File: config.mk
export PLATFORM = sky130hd
export DESIGN_NAME = adc_trigger_capture_flat
export DESIGN_NICKNAME = d
export VERILOG_FILES = /design/src/rtl/adc_capture_pkg.sv /design/src/rtl/adc_trigger_capture_if.sv /design/src/rtl/capture_ram.sv /design/src/rtl/adc_trigger_capture.sv /design/src/flat_wrapper.sv
export SDC_FILE = /design/constraint.sdc
export NUM_CORES = 2
export LEC_CHECK = 0
export CORE_UTILIZATION = 35
export DETAILED_ROUTE_END_ITERATION = 8
export PLACE_DENSITY = 0.52
export SLEW_MARGIN = 20
export SYNTH_ARGS = -nofsm -noshare
export SYNTH_HDL_FRONTEND = slang
export SYNTH_SLANG_ARGS = --single-unit
File: constraint.sdc
create_clock -name CLK32MHz -period 6.75 [get_ports CLK32MHz]
set_input_delay 0.675 -clock CLK32MHz [delete_from_list [all_inputs] [get_ports CLK32MHz]]
set_output_delay 0.675 -clock CLK32MHz [all_outputs]
set_load 0.02 [all_outputs]
File: src/rtl/adc_capture_pkg.sv
// Shared types for the ADC trigger/capture block: sample type, capture states,
// and the address-width helper used to size the window RAM.
package adc_capture_pkg;

    typedef logic [7:0] sample_t;

    typedef enum logic [2:0] {
        IDLE,
        PRE,
        ARMED,
        POST,
        READ
    } cap_state_t;

    function automatic int addr_w(input int depth);
        return $clog2(depth);
    endfunction

endpackage

File: src/rtl/adc_trigger_capture_if.sv
// Valid/ready readout port of the capture block; master drives samples, slave accepts them.
interface adc_trigger_capture_if;
    import adc_capture_pkg::*;

    logic    rd_valid;
    logic    rd_ready;
    sample_t rd_data;
    logic    rd_last;

    modport master (output rd_valid, output rd_data, output rd_last, input rd_ready);
    modport slave  (input rd_valid, input rd_data, input rd_last, output rd_ready);

endinterface

File: src/rtl/capture_ram.sv
// Simple dual-port capture RAM, DEPTH x 8: one write port, one registered read port
// with read enable (output holds when not reading), single clock.
module capture_ram
    import adc_capture_pkg::*;
#(
    parameter int DEPTH = 256
) (
    input  logic                     CLK32MHz,
    input  logic                     i_we,
    input  logic [addr_w(DEPTH)-1:0] i_waddr,
    input  sample_t                  i_wdata,
    input  logic                     i_re,
    input  logic [addr_w(DEPTH)-1:0] i_raddr,
    output sample_t                  o_rdata
);

    sample_t r_mem [DEPTH];
    sample_t r_rdata;

    always_ff @(posedge CLK32MHz) begin
        if (i_we) begin
            r_mem[i_waddr] <= i_wdata;
        end
    end

    always_ff @(posedge CLK32MHz) begin
        if (i_re) begin
            r_rdata <= r_mem[i_raddr];
        end
    end

    assign o_rdata = r_rdata;

endmodule

File: src/rtl/adc_trigger_capture.sv
// Captures a DEPTH-sample window around a level crossing (PRETRIG samples of history) and
// streams it out oldest-first. ADC_CAPTURE_AUTOTRIG_EN adds a forced trigger after AUTO_CYCLES.
module adc_trigger_capture
    import adc_capture_pkg::*;
#(
    parameter int DEPTH       = 256,
    parameter int PRETRIG     = 64,
    parameter int AUTO_CYCLES = 65536
) (
    input  logic                  CLK32MHz,
    input  logic                  greset,
    input  sample_t               ad_data,
    input  logic                  arm,
    input  sample_t               trig_level,
    input  logic                  trig_rising,
    output logic                  busy,
    output logic                  triggered,
    adc_trigger_capture_if.master rd
);

    // state | meaning
    // IDLE  | waiting for arm
    // PRE   | filling the pre-trigger history, crossings ignored
    // ARMED | writing every clock, watching for a crossing
    // POST  | writing the rest of the window after the trigger sample
    // READ  | streaming the window out oldest-first

    localparam int AW = addr_w(DEPTH);
    localparam logic [AW-1:0] PRE_LOAD  = AW'(PRETRIG - 1);
    localparam logic [AW-1:0] POST_LOAD = AW'(DEPTH - PRETRIG - 2);
    localparam logic [AW-1:0] LAST_BEAT = AW'(DEPTH - 1);
    localparam logic [AW-1:0] PRE_OFS   = AW'(PRETRIG);

    if (DEPTH < 16 || DEPTH > 4096 || (DEPTH & (DEPTH - 1)) != 0 ||
        PRETRIG < 0 || PRETRIG >= DEPTH || AUTO_CYCLES < 1) begin : g_bad_params
        $error("adc_trigger_capture: illegal DEPTH/PRETRIG/AUTO_CYCLES");
    end

    cap_state_t    r_state;
    cap_state_t    w_state_nx;
    logic [AW-1:0] r_wr_ptr;
    logic [AW-1:0] r_cnt;
    sample_t       r_prev;
    logic          r_prev_vld;
    logic [AW-1:0] r_rd_addr;
    logic [AW-1:0] r_rd_cnt;
    logic          r_rd_issuing;
    logic          r_s1_vld;
    logic          r_s1_last;
    logic          r_rd_valid;
    sample_t       r_rd_data;
    logic          r_rd_last;

    logic    w_we;
    logic    w_cross;
    logic    w_auto_fire;
    logic    w_trig;
    logic    w_cnt_tc;
    logic    w_out_take;
    logic    w_re;
    logic    w_final;
    sample_t w_ram_rdata;

    assign w_we     = (r_state == PRE) || (r_state == ARMED) || (r_state == POST);
    assign w_cross  = r_prev_vld &&
                      (trig_rising ? (r_prev < trig_level && ad_data >= trig_level)
                                   : (r_prev > trig_level && ad_data <= trig_level));
    assign w_trig   = (r_state == ARMED) && (w_cross || w_auto_fire);
    assign w_cnt_tc = (r_cnt == '0);

    // Two-stage read pipe (RAM output, then output register); a fetch is issued only
    // when the RAM stage is empty or draining, so stalls never lose a beat.
    assign w_out_take = !r_rd_valid || rd.rd_ready;
    assign w_re       = (r_state == READ) && r_rd_issuing && (!r_s1_vld || w_out_take);
    assign w_final    = r_rd_valid && rd.rd_ready && r_rd_last;

    always_ff @(posedge CLK32MHz) begin
        if (greset) begin
            r_state <= IDLE;
        end else begin
            r_state <= w_state_nx;
        end
    end

    always_comb begin
        w_state_nx = r_state;
        case (r_state)
            IDLE:    if (arm) w_state_nx = (PRETRIG == 0) ? ARMED : PRE;
            PRE:     if (w_cnt_tc) w_state_nx = ARMED;
            ARMED:   if (w_trig) w_state_nx = (DEPTH - PRETRIG == 1) ? READ : POST;
            POST:    if (w_cnt_tc) w_state_nx = READ;
            READ:    if (w_final) w_state_nx = IDLE;
            default: w_state_nx = IDLE;
        endcase
    end

    always_comb begin
        busy      = (r_state != IDLE);
        triggered = w_trig;
    end

    always_ff @(posedge CLK32MHz) begin
        if (greset) begin
            r_wr_ptr     <= '0;
            r_cnt        <= '0;
            r_prev       <= '0;
            r_prev_vld   <= 1'b0;
            r_rd_addr    <= '0;
            r_rd_cnt     <= '0;
            r_rd_issuing <= 1'b0;
            r_s1_vld     <= 1'b0;
            r_s1_last    <= 1'b0;
            r_rd_valid   <= 1'b0;
            r_rd_data    <= '0;
            r_rd_last    <= 1'b0;
        end else begin
            if (w_we) begin
                r_wr_ptr   <= r_wr_ptr + AW'(1);
                r_prev     <= ad_data;
                r_prev_vld <= 1'b1;
            end

            case (r_state)
                IDLE: begin
                    if (arm) begin
                        r_prev_vld <= 1'b0;
                        r_cnt      <= PRE_LOAD;
                    end
                end
                PRE, POST: r_cnt <= r_cnt - AW'(1);
                ARMED: begin
                    if (w_trig) begin
                        r_cnt        <= POST_LOAD;
                        r_rd_addr    <= r_wr_ptr - PRE_OFS;
                        r_rd_cnt     <= LAST_BEAT;
                        r_rd_issuing <= 1'b1;
                    end
                end
                default: ;
            endcase

            if (w_re) begin
                r_rd_addr <= r_rd_addr + AW'(1);
                r_rd_cnt  <= r_rd_cnt - AW'(1);
                r_s1_vld  <= 1'b1;
                r_s1_last <= (r_rd_cnt == '0);
                if (r_rd_cnt == '0) begin
                    r_rd_issuing <= 1'b0;
                end
            end else if (w_out_take) begin
                r_s1_vld <= 1'b0;
            end

            if (w_out_take) begin
                r_rd_valid <= r_s1_vld;
                if (r_s1_vld) begin
                    r_rd_data <= w_ram_rdata;
                    r_rd_last <= r_s1_last;
                end else begin
                    r_rd_last <= 1'b0;
                end
            end
        end
    end

`ifdef ADC_CAPTURE_AUTOTRIG_EN
    localparam int TW = $clog2(AUTO_CYCLES + 1);

    logic [TW-1:0] r_auto_cnt;

    always_ff @(posedge CLK32MHz) begin
        if (greset) begin
            r_auto_cnt <= '0;
        end else if (w_state_nx == ARMED && r_state != ARMED) begin
            r_auto_cnt <= TW'(AUTO_CYCLES);
        end else if (r_state == ARMED && r_auto_cnt != '0) begin
            r_auto_cnt <= r_auto_cnt - TW'(1);
        end
    end

    assign w_auto_fire = (r_auto_cnt == '0);
`else
    assign w_auto_fire = 1'b0;
`endif

    capture_ram #(
        .DEPTH (DEPTH)
    ) u_ram (
        .CLK32MHz (CLK32MHz),
        .i_we     (w_we),
        .i_waddr  (r_wr_ptr),
        .i_wdata  (ad_data),
        .i_re     (w_re),
        .i_raddr  (r_rd_addr),
        .o_rdata  (w_ram_rdata)
    );

    assign rd.rd_valid = r_rd_valid;
    assign rd.rd_data  = r_rd_data;
    assign rd.rd_last  = r_rd_last;

endmodule
File: src/flat_wrapper.sv
// flat-port wrapper written by rule: the top's interface ports become plain ports
module adc_trigger_capture_flat import adc_capture_pkg::*;
#(
    parameter int DEPTH       = 256,
    parameter int PRETRIG     = 64,
    parameter int AUTO_CYCLES = 65536
)
  (CLK32MHz, greset, ad_data, arm, trig_level, trig_rising, busy, triggered, rd_rd_valid, rd_rd_data, rd_rd_last, rd_rd_ready);
  adc_trigger_capture_if rd_i ();
  input  logic CLK32MHz;
  input  logic greset;
  input  sample_t ad_data;
  input  logic arm;
  input  sample_t trig_level;
  input  logic trig_rising;
  output logic busy;
  output logic triggered;
  output wire logic [$bits(rd_i.rd_valid)-1:0] rd_rd_valid;
  output wire logic [$bits(rd_i.rd_data)-1:0] rd_rd_data;
  output wire logic [$bits(rd_i.rd_last)-1:0] rd_rd_last;
  input wire logic [$bits(rd_i.rd_ready)-1:0] rd_rd_ready;
  assign rd_rd_valid = rd_i.rd_valid;
  assign rd_rd_data = rd_i.rd_data;
  assign rd_rd_last = rd_i.rd_last;
  assign rd_i.rd_ready = rd_rd_ready;
  adc_trigger_capture #(.DEPTH(DEPTH), .PRETRIG(PRETRIG), .AUTO_CYCLES(AUTO_CYCLES)) u_core (.CLK32MHz(CLK32MHz), .greset(greset), .ad_data(ad_data), .arm(arm), .trig_level(trig_level), .trig_rising(trig_rising), .busy(busy), .triggered(triggered), .rd(rd_i));
endmodule
==> summary.md <==
| Metric | Value |
|---|---|
| Initial core utilization | `0.353` |
| Num CTS Buffers | `between 200 and 250` |
| Die height | `487 um` |
| CTS Hold Bufs | `0` |
| Reg area | `0.0629 mm^2` |
| Die width | `just under 500 um` |
| First-pass GRT wire length | `about 320 mm` |
| IO Pins | `33` |
| Hold Startpoint | `ad_data[5]` |
| Switching part of the total | `0.208` |
| PwrDens | `approximately 290 mW/mm^2` |
| Main synth FF type | `edfxtp_1` |
| Yosys cell types | `70` |
| H-tree levels | `4` |
| CP startpoint | `trig_level[3]` |
| Later-pin clock latency in the skew report | `about 0.86 ns` |
| Final min period | `approximately 4.4 ns` |
| RSZ-0062 raised after global routing | `no` |
| Vias in the first global route | `41100` |
| Total gr overflow | `0` |
| Avg Cell Area, Syn | `about 21 um^2` |
| Syn Nets | `~4000` |
| Synth Instances | `slightly below 4000` |
| Clock root buffer | `clkbuf_16` |
| Via-per-instance ratio | `~5.5` |
| Area growth syn-to-layout | `13.5%` |
| Drt drc | `0` |
| Comb power frac | `0.018` |
| Router iterations before antenna repair | `5` |
| Hold Crit Depth | `1` |
| Overall Power | `around 0.027 W` |
| Reg2Reg Depth | `8` |
| CP required | `around 6 ns` |
| Peak supply drop | `0.278 mV` |
| Drt initial violations | `about 4500` |
| Count of final setup violators | `0` |
| # fillers | `around 21000` |
| Worst EP arrival | `3.73 ns` |
| Max Freq | `227 MHz` |
| Gr usage total | `0.190` |
| Share of the synthesized area in the top cell type | `0.750` |
| Synth area leaders | `edfxtp_1 (75%), mux4_2 (14%), dfxtp_1 (1.4%)` |
| Critical Path Start Type | `input port` |
| Worst Hold End | `u_core.u_ram.r_mem[11][5]` |
| Multi-input gate area | `between 0.015 and 0.02 mm^2` |
| Yosys reg bits | `around 2100` |
| Yosys warns | `0` |
| Sequential area share after synthesis | `0.764` |
| Core outline area | `roughly 0.23 mm^2` |
| Fin nets | `about 4100` |
| Most common cell after layout, fill and taps aside | `edfxtp_1` |
| Relative slew slack | `0.220` |
| Via count | `between 40000 and 50000` |
| Largest net degree at the start of global routing | `around 190` |
| Most frequent cells in the layout | `edfxtp_1 (2056), mux4_2 (506), nor2_1 (301)` |
| EDFF count, synth | `~2100` |
| Clock sink count | `between 2000 and 2500` |
| Clock buffer depth | `3` |
| Reg2reg setup slack | `2.39 ns` |
| Die area | `roughly 0.24 mm^2` |
| Ys async rst share | `0` |
| Routed len/inst | `between 30 and 40 um` |
| Routed Wire Length | `around 230 mm` |
| Setup TNS | `0 ns` |
| Worst flop-to-flop path endpoint | `u_core.u_ram.o_rdata[3]` |
| Number of setup buffers added after CTS | `0` |
| Sequential share of power | `0.538` |
| Initial antenna violation count | `13` |
| GP Congestion | `around 0.82` |
| Critical Path End Type | `output pin` |
| Synth Cell Area | `about 0.082 mm^2` |
| Pint | `0.0213 W` |
| Crit Path Class | `input port to output pin` |
| Hpwl dp | `about 130 mm` |
| Largest area contributor in the netlist | `edfxtp_1` |
| Fraction of layout cells with a size suffix above 1 | `0.230` |
| Endpoints failing hold | `0` |
| Antenna Nets Post-Route | `0` |
| Max Cap Violations | `0` |
| Post-CTS sizing | `0` |
| FP Rows | `between 150 and 200` |
| Crit-path max FO | `13` |
| # port buffers | `32` |
| Clock Skew | `0.0339 ns` |
| Max Transition Viols Final | `0` |
| Worst Tran Pin Value | `roughly 1.2 ns` |
| Leak | `27.8 nW` |
| Status | `completed` |
| Sw Pwr | `~0.0056 W` |
| R2R Path Start | `u_core.r_rd_addr[0]` |
| Final period utilization | `0.653` |
| Clock group share of total power | `0.444` |
| Clock Pin Slew Worst Setup and Hold Paths | `0.06 ns` |
| Worst min path class | `input port to flip-flop` |
| TritonCTS clock tree | `done` |
[per-layer routing]
layer	global-route usage	vias to the layer above	wire length, um
met5	0	-	21
met4	0.0467	4	4900
met3	0.0386	258	17400
met2	0.295	1561	106000
met1	0.273	22200	97500
li1	-	16900	-
[per-stage QoR]
stage          setup WS (ns)  std cells  hold slack, ns  area [um^2]   util
2_1_floorplan           3.77       3977           0.436        82300      -
3_3_place_gp            2.32       6997           0.446        86300  0.370
3_5_place_dp            2.34       6997           0.452        86300  0.370
4_1_cts                 2.32       7402           0.103        93400  0.401
5_1_grt                 2.11       7402           0.138        93400  0.401
6_report                2.34       7404           0.158        93400  0.401
[cell type report]
cell class / instances / area share
sequential: 2113 / 0.673
timing repair buffer: 132 / 0.0142
multi-input combinational: 1590 / 0.194
clock inverter: 149 / 0.0159
inverter: 30 / 0.00121
tap: 3132 / 0.0419
antenna: 2 / 0.0000536
clock buffer: 256 / 0.0599
[worst max-delay path by stage]
stage | endpoint | slack [ns] | depth (start not counted)
detailed placement | triggered | 2.34 | 10
finish | triggered | 2.34 | 10
floorplan | triggered | 3.77 | 8
global placement | triggered | 2.32 | 10
CTS | triggered | 2.32 | 8
global route | triggered | 2.11 | 10
[registers in the layout, summed over array words and instances, names as in the netlist, 3 cells and up]
register / flops
u_core.u_ram.o_rdata: 8
u_core.r_state: 3
u_core.r_rd_addr: 8
u_core.r_prev: 8
u_core.rd.rd_data: 8
u_core.u_ram.r_mem: 2048
u_core.r_wr_ptr: 8
u_core.r_rd_cnt: 8
u_core.r_cnt: 8
[power groups by stage]
stage / clock network (W) / logic, W / registers (W)
3_3_place_gp: 0 / 0.000473 / 0.0147
5_1_grt: 0.0126 / 0.000522 / 0.0144
4_1_cts: 0.0121 / 0.000490 / 0.0144
2_1_floorplan: 0 / 0.000129 / 0.0147
6_report: 0.0119 / 0.000485 / 0.0144
3_5_place_dp: 0 / 0.000490 / 0.0147
[Yosys cell counts, types with 6 or more instances]
cell type  instances
o31a_1            11
mux4_2           506
a211oi_1          16
xor2_1             8
nand3_1           45
buf_6             26
or3_1              9
a31oi_1           10
mux2_2            12
inv_1             26
nand2_1           92
a2111oi_0          7
a22o_1            57
ha_1              29
o21ai_0           20
nor4_1             7
mux2i_1           38
clkbuf_1         119
buf_4             21
nor3_1            37
nor2_1           304
edfxtp_1        2056
buf_2             57
nor2b_1           24
a221oi_1          62
a22oi_1           79
o31ai_1            6
a21oi_1           94
o22ai_1           35
dfxtp_1           57
nand4_1            7
buf_1             15
[critical path: stages]
cell and delay (ns):
clkdlybuf4s50_1 0.46, inv_1 0.06, ha_1 0.32, a21oi_1 0.15
o21ai_0 0.12, a221o_1 0.40, mux2_2 0.42, nand2_1 0.17
clkinv_1 0.31, clkdlybuf4s50_1 0.64
[logic make-up after synthesis]
| family | share of synthesized area |
|---|---|
| AO/OA/AOI/OAI | 0.0392 |
| XOR/XNOR | 0.00138 |
| adder cells (fa/ha/maj) | 0.00441 |
| buffers and inverters | 0.0175 |
| flip-flops | 0.764 |
| multiplexers | 0.145 |
| AND/OR/NAND/NOR | 0.0288 |
Power figures use the tool's default switching activity.
